==> config.mk <==
export PLATFORM = sky130hd
export DESIGN_NAME = mem_arbiter
export DESIGN_NICKNAME = d
export VERILOG_FILES = /design/src/rtl/mem_arbiter.sv
export SDC_FILE = /design/constraint.sdc
export NUM_CORES = 1
export LEC_CHECK = 0
export BUFFER_PORTS_ARGS = -buffer_cell sky130_fd_sc_hd__buf_2
export CORE_AREA = 2 2 353 355
export DETAILED_ROUTE_END_ITERATION = 8
export DIE_AREA = 0 0 355 357
export HOLD_SLACK_MARGIN = 0.06
export PLACE_DENSITY = 0.3
export SLEW_MARGIN = 25
export SYNTH_ARGS = -nofsm -noshare
export SYNTH_HDL_FRONTEND = slang
export SYNTH_SLANG_ARGS = --single-unit
==> constraint.sdc <==
create_clock -name clk -period 2.1 [get_ports clk]
set_input_delay 0.21 -clock clk [delete_from_list [all_inputs] [get_ports clk]]
set_output_delay 0.21 -clock clk [all_outputs]
set_load 0.005 [all_outputs]
==> src/rtl/mem_arbiter.sv <==
// mem_arbiter: shares one burst memory port between an icache and a dcache requester.
// Define MEM_ARB_DCACHE_PRIORITY_EN to make dcache win every tie; default arbitration is round-robin.
module mem_arbiter #(
    parameter int ADDR_BITS = 28,
    parameter int BEATS     = 4
) (
    input  logic                 clk,
    input  logic                 reset,

    input  logic                 ic_req_val,
    output logic                 ic_req_rdy,
    input  logic [ADDR_BITS-1:0] ic_req_addr,
    input  logic                 ic_req_rw,
    input  logic                 ic_data_valid,
    output logic                 ic_data_ready,
    input  logic [127:0]         ic_data_bits,
    input  logic [15:0]          ic_data_mask,
    output logic                 ic_resp_val,
    output logic [127:0]         ic_resp_data,

    input  logic                 dc_req_val,
    output logic                 dc_req_rdy,
    input  logic [ADDR_BITS-1:0] dc_req_addr,
    input  logic                 dc_req_rw,
    input  logic                 dc_data_valid,
    output logic                 dc_data_ready,
    input  logic [127:0]         dc_data_bits,
    input  logic [15:0]          dc_data_mask,
    output logic                 dc_resp_val,
    output logic [127:0]         dc_resp_data,

    output logic                 mem_req_val,
    input  logic                 mem_req_rdy,
    output logic [ADDR_BITS-1:0] mem_req_addr,
    output logic                 mem_req_rw,
    output logic                 mem_req_data_valid,
    input  logic                 mem_req_data_ready,
    output logic [127:0]         mem_req_data_bits,
    output logic [15:0]          mem_req_data_mask,
    input  logic                 mem_resp_val,
    input  logic [127:0]         mem_resp_data
);

    localparam int CNT_W = (BEATS > 1) ? $clog2(BEATS) : 1;
    localparam logic [CNT_W-1:0] LAST_BEAT = CNT_W'(BEATS - 1);

    typedef enum logic [1:0] {IDLE, RD, WR} state_e;
    typedef enum logic {OWN_IC = 1'b0, OWN_DC = 1'b1} owner_e;

    state_e           state_q, state_d;
    owner_e           owner_q, owner_d;
    logic [CNT_W-1:0] cnt_q, cnt_d;
    owner_e           winner;
    logic             any_req;
    logic             grant;
    logic             beat;

    assign any_req = ic_req_val | dc_req_val;
    assign grant   = (state_q == IDLE) && any_req && mem_req_rdy;

`ifdef MEM_ARB_DCACHE_PRIORITY_EN
    always_comb begin
        if (ic_req_val && !dc_req_val) winner = OWN_IC;
        else                           winner = OWN_DC;
    end
`else
    owner_e last_q;

    // On a tie the port that did not own the previous transaction wins.
    always_comb begin
        if (ic_req_val && dc_req_val) begin
            if (last_q == OWN_IC) winner = OWN_DC;
            else                  winner = OWN_IC;
        end else if (dc_req_val) begin
            winner = OWN_DC;
        end else begin
            winner = OWN_IC;
        end
    end

    always_ff @(posedge clk or posedge reset) begin
        if (reset)      last_q <= OWN_DC;
        else if (grant) last_q <= winner;
    end
`endif

    // NOTE: state registers use non-blocking assignments so every flop samples pre-edge values.
    always_ff @(posedge clk or posedge reset) begin
        if (reset) begin
            state_q <= IDLE;
            owner_q <= OWN_IC;
            cnt_q   <= '0;
        end else begin
            state_q <= state_d;
            owner_q <= owner_d;
            cnt_q   <= cnt_d;
        end
    end

    // NOTE: every output and next-state value gets a default first so no latch is inferred.
    always_comb begin
        state_d            = state_q;
        owner_d            = owner_q;
        cnt_d              = cnt_q;
        mem_req_val        = 1'b0;
        mem_req_addr       = '0;
        mem_req_rw         = 1'b0;
        ic_req_rdy         = 1'b0;
        dc_req_rdy         = 1'b0;
        mem_req_data_valid = 1'b0;
        ic_data_ready      = 1'b0;
        dc_data_ready      = 1'b0;
        ic_resp_val        = 1'b0;
        dc_resp_val        = 1'b0;
        beat               = 1'b0;

        case (state_q)
            IDLE: begin
                mem_req_val  = any_req;
                mem_req_addr = (winner == OWN_DC) ? dc_req_addr : ic_req_addr;
                mem_req_rw   = (winner == OWN_DC) ? dc_req_rw : ic_req_rw;
                ic_req_rdy   = ic_req_val && (winner == OWN_IC) && mem_req_rdy;
                dc_req_rdy   = dc_req_val && (winner == OWN_DC) && mem_req_rdy;
                if (grant) begin
                    owner_d = winner;
                    cnt_d   = '0;
                    state_d = mem_req_rw ? WR : RD;
                end
            end
            RD: begin
                ic_resp_val = mem_resp_val && (owner_q == OWN_IC);
                dc_resp_val = mem_resp_val && (owner_q == OWN_DC);
                beat        = mem_resp_val;
            end
            WR: begin
                mem_req_data_valid = (owner_q == OWN_DC) ? dc_data_valid : ic_data_valid;
                ic_data_ready      = mem_req_data_ready && (owner_q == OWN_IC);
                dc_data_ready      = mem_req_data_ready && (owner_q == OWN_DC);
                beat               = mem_req_data_valid && mem_req_data_ready;
            end
            default: state_d = IDLE;
        endcase

        // Completion returns to IDLE; a new grant can only happen from IDLE on a later cycle.
        if (beat) begin
            cnt_d = cnt_q + CNT_W'(1);
            if (cnt_q == LAST_BEAT) state_d = IDLE;
        end
    end

    assign mem_req_data_bits = (owner_q == OWN_DC) ? dc_data_bits : ic_data_bits;
    assign mem_req_data_mask = (owner_q == OWN_DC) ? dc_data_mask : ic_data_mask;
    assign ic_resp_data      = mem_resp_data;
    assign dc_resp_data      = mem_resp_data;

endmodule

-- Word-level counts from Yosys, hierarchy flattened
Index checks and enable logic that the tools add are counted.
- input port bits: 483
- register bits after elaboration: 6
- reduce and logical (&&, ||, !) cells: 18
- mux-type cells: 27
- bitwise gates (word level): 3
- equality and inequality tests: 3
- add/subtract/negate cells: 1
- operators with widths (cell ; number):
    $mux W128 ; 1
    $mux W28 ; 2
    $mux W16 ; 1
    $mux W1 ; 14
    $mux W2 ; 7
    $logic_and A1 B1 Y1 ; 12
    $eq A2 B2 Y1 const B ; 2
    $pmux W2 S2 ; 1
    $reduce_and A2 Y1 ; 2
    $reduce_bool A2 Y1 ; 2
    $add A2 B1 Y2 const B ; 1
    $eq A2 B1 Y1 const B ; 1
    $logic_not A2 Y1 ; 1
    $not A1 Y1 ; 2
    $pmux W1 S2 ; 1
    $reduce_or A2 Y1 ; 1
    $or A1 B1 Y1 ; 1

-- Logic depth before layout (Yosys ltp)
- depth in word-level cells: 8
- gate-level depth with buffers: 6

-- Worst setup path after synthesis
OpenSTA, ideal clock, no wires.
- kind: register to output
- start: register owner_q
- end: output port mem_req_data_mask[10]
- stages on the path, launching flop included: 5
- arrival: 1.193 ns
- setup slack: 0.697 ns
- cell sequence: dfrtp_1 buf_2 buf_2 buf_2 mux2_2
- longest elaborated chain between the ends: 1
- ends and longest elaborated chain (item ; line ; source):
    start, declared ; 51 ; owner_e owner_q, owner_d;
    start signal, assigned ; 95 ; owner_q <= owner_d;
    $mux W16 ; 152 ; assign mem_req_data_mask = (owner_q == OWN_DC) ? dc_data_mask : ic_data_mask;
    end, declared ; 39 ; output logic [15:0] mem_req_data_mask,
Every way passes these cells.

-- Final worst setup path
- start: register last_q
- end: output port mem_req_addr[6]
- longest elaborated chain between the ends: 4
- ends and longest elaborated chain (item ; line ; source):
    start, declared ; 67 ; owner_e last_q;
    start signal, assigned ; 83 ; else if (grant) last_q <= winner;
    $mux W1 ; 72 ; if (last_q == OWN_IC) winner = OWN_DC;
    $mux W1 ; 71 ; if (ic_req_val && dc_req_val) begin
    $mux W28 ; 120 ; mem_req_addr = (winner == OWN_DC) ? dc_req_addr : ic_req_addr;
    $mux W28 ; 117 ; case (state_q)
    end, declared ; 34 ; output logic [ADDR_BITS-1:0] mem_req_addr,
Every way passes these cells.

==> flow_metrics.tcl <==
set metrics [dict create \
    result_of_the_run "completed" \
    finalSetupViolCount 0 \
    global_routing_usage_summed_across_all_routing_layers_pct 7.71 \
    dp_hpwl_um 50400 \
    number_of_failing_hold_endpoints_at_the_final_stage 0 \
    yosysMostFrequentCell "buf_4" \
    core-area_um2 123000 \
    drive_gt1_share_pct 84.6 \
    timing_worst_slew_pin_value_ps 468 \
    detail_route.vias_per_cell 2.03 \
    grt_pass1_wl_um 61500 \
    drtIter0Drc 93 \
    vdd_drop_max_uv 413 \
    synth-main-ff-cell "dfrtp_1" \
    drc 0 \
    multi_input_area_um2 2310 \
    slew_headroom_pct 68.7 \
    netlist.top_cell.by_area "buf_4" \
    crit_arrival_ps 1770 \
    synth_top_cell_area_share_pct 42.6 \
    crit_path_max_fanout 14 \
    cts.clk_slew.worst_paths_ps 30 \
    fillerInstances 14700 \
    cts_tree "done" \
    worstSkewPairLatency_ps 230 \
    postRouteAntennaNets 0 \
    grt-ovfl-total 0 \
    post_synth_inst_count 557 \
    final.setup.tns_ps 0 \
    timing.setup.critical_path_class "reg -> out" \
    syn_area_per_cell_um2 8.09 \
    floorplan.die.width_um 355 \
    place.gp.congestion 0.789 \
    critPathRequiredTime_ps 1890 \
    synth-edff-count 0 \
    total_number_of_clock_tree_sinks 6 \
    p_per_area_nw_per_um2 809 \
    startpoint_type "flip-flop" \
    synth.ff_latch_count 6 \
    max-clock-path-buffers 2 \
    timing.final.max_slew_violations 0 \
    asyncSetResetFlopFracSynth_pct 100 \
    boundaryPins 920 \
    worst_slack_ps 119 \
    numCtsBuffers 3 \
    timing.final.crit_period_ps 1980 \
    seq_area_um2 155 \
    fin_worst_skew_ps 2.70 \
    antenna_found_initial 22 \
    cap_violations 0 \
    synth.cells.most_frequent "256 x buf_4, 144 x mux2_2, 63 x nand2_1" \
    pre_cts_slack_ps 128 \
    leakagePower_uw 0.00326 \
    portBuffers 535 \
    nets 1324 \
    synth.top_cells.by_area "buf_4 43%, mux2_2 36%, nand2_1 5.2%" \
    grt_setup_unrepaired "no" \
    cts-root-buf "clkbuf_16" \
    hold_path.class "in -> reg" \
    finalWirelength_um 52900 \
    initial_core_util_pct 3.66 \
    clock_tree.htree_level_count 1 \
    synthToLayoutAreaGrowth_pct 66.7 \
    net_count_synth 1044 \
    final.period_utilization_pct 94.3 \
    vias_in_the_first_global_route 5034 \
    die_h_um 357 \
    yosysWarnings 0 \
    die_area_um2 127000 \
    number_of_library_cell_types_mapped_by_synthesis 26 \
    wl_per_cell_um 21.4 \
    post_synth_instance_area_um2 4510 \
    routed-via-count 5012 \
    grt_start_max_net_pins 42 \
    fmax_mhz 505 \
    rows 129 \
    synth.yosys.seq_area_share_pct 3.36 \
    cp-end-kind "primary output" \
    drt_pass1_iterations 4 \
]
final cells by class:
class	count	area share (%)
inverter	3	0.150
timing repair buffer	556	38.6
multi-input combinational	267	30.8
tap	1637	27.3
sequential	6	2.07
antenna	2	0.0666
clock buffer	4	1.05
through the flow:
| step | instances | power [µW] | cell area [µm²] | hold WS [ps] | util, % |
|---|---|---|---|---|---|
| global placement | 2465 | 6100 | 7380 | 232 | 6.00 |
| global route | 2473 | 6700 | 7510 | 360 | 6.10 |
| finish | 2475 | 6080 | 7510 | 301 | 6.11 |
| detailed placement | 2465 | 6050 | 7380 | 229 | 6.00 |
| CTS | 2473 | 6480 | 7510 | 298 | 6.10 |
| floorplan | 557 | 3000 | 4510 | 0.233 | - |
worst paths after layout:
check,start,end,slack (ps),cells past startpoint
worst min-delay path,dc_req_val,last_q,300,3
worst max-delay path,last_q,mem_req_addr[6],120,6
worst min register to register,cnt_q[0],cnt_q[0],490,1
max in group asynchronous,reset,owner_q,1180,3
worst max register to register,owner_q,cnt_q[0],350,5
min in group asynchronous,reset,state_q[0],580,3
worst max-delay path: stages, from the launching register on:
cell and delay (ps):
dfstp_2 560, nand2_1 100, nand2_4 190, buf_4 200, nand2_1 60, a21boi_0 260, buf_2 170
metal layers:
| layer | track usage, % | share of wire, % |
|---|---|---|
| met2 | 11.8 | 42 |
| met3 | 7.08 | 21 |
| met5 | 1.22 | 0.42 |
| met1 | 8.13 | 36 |
| met4 | 0.280 | 0.67 |
registers in the layout, indices dropped and copies added (netlist names):
name	cells
owner_q	1
cnt_q	2
state_q	2
last_q	1
cell usage in the layout (no fill, tap or decap):
master,netlist,final
a21boi_0,28,27
a21boi_1,0,1
a21boi_4,0,1
a21o_1,1,1
a21oi_1,1,1
a21oi_2,1,1
a22oi_1,1,1
and2_1,1,1
and3_1,3,3
buf_12,0,5
buf_2,22,535
buf_4,256,15
clkbuf_1,3,1
clkbuf_16,0,3
dfrtp_1,5,4
dfrtp_4,0,1
dfstp_2,1,1
diode_2,0,2
dlygate4sd3_1,0,1
ha_1,4,4
inv_1,3,3
mux2_2,144,144
mux2i_1,3,3
nand2_1,63,63
nand2_4,0,1
nand3_1,3,3
nor2_1,4,4
nor2b_1,2,2
o211ai_1,1,1
o21a_1,1,1
o21ai_0,3,3
o31a_1,1,1
power by group:
group / switching, µW / leakage, µW / internal (µW)
clock: 68.7 / 0.0000382 / 252
combinational: 2950 / 0.00315 / 2510
sequential: 113 / 0.0000744 / 185
total: 3130 / 0.00326 / 2950
timing repair:
action                                  CTS  global route
hold buffers                              1             0
buffers inserted                          3             0
hold endpoints to repair                  5             0
resized for setup                         2             0
endpoints found under the setup margin   16             0
kinds of logic after synthesis:
group	count (synthesis)	share of synthesized area [%]
mux	147	36.6
fa+ha+maj	4	1.11
buf+inv	284	45.6
compound gates	39	6.41
flops	6	3.36
simple gates	77	6.89
(Power assumes the default switching activity.)
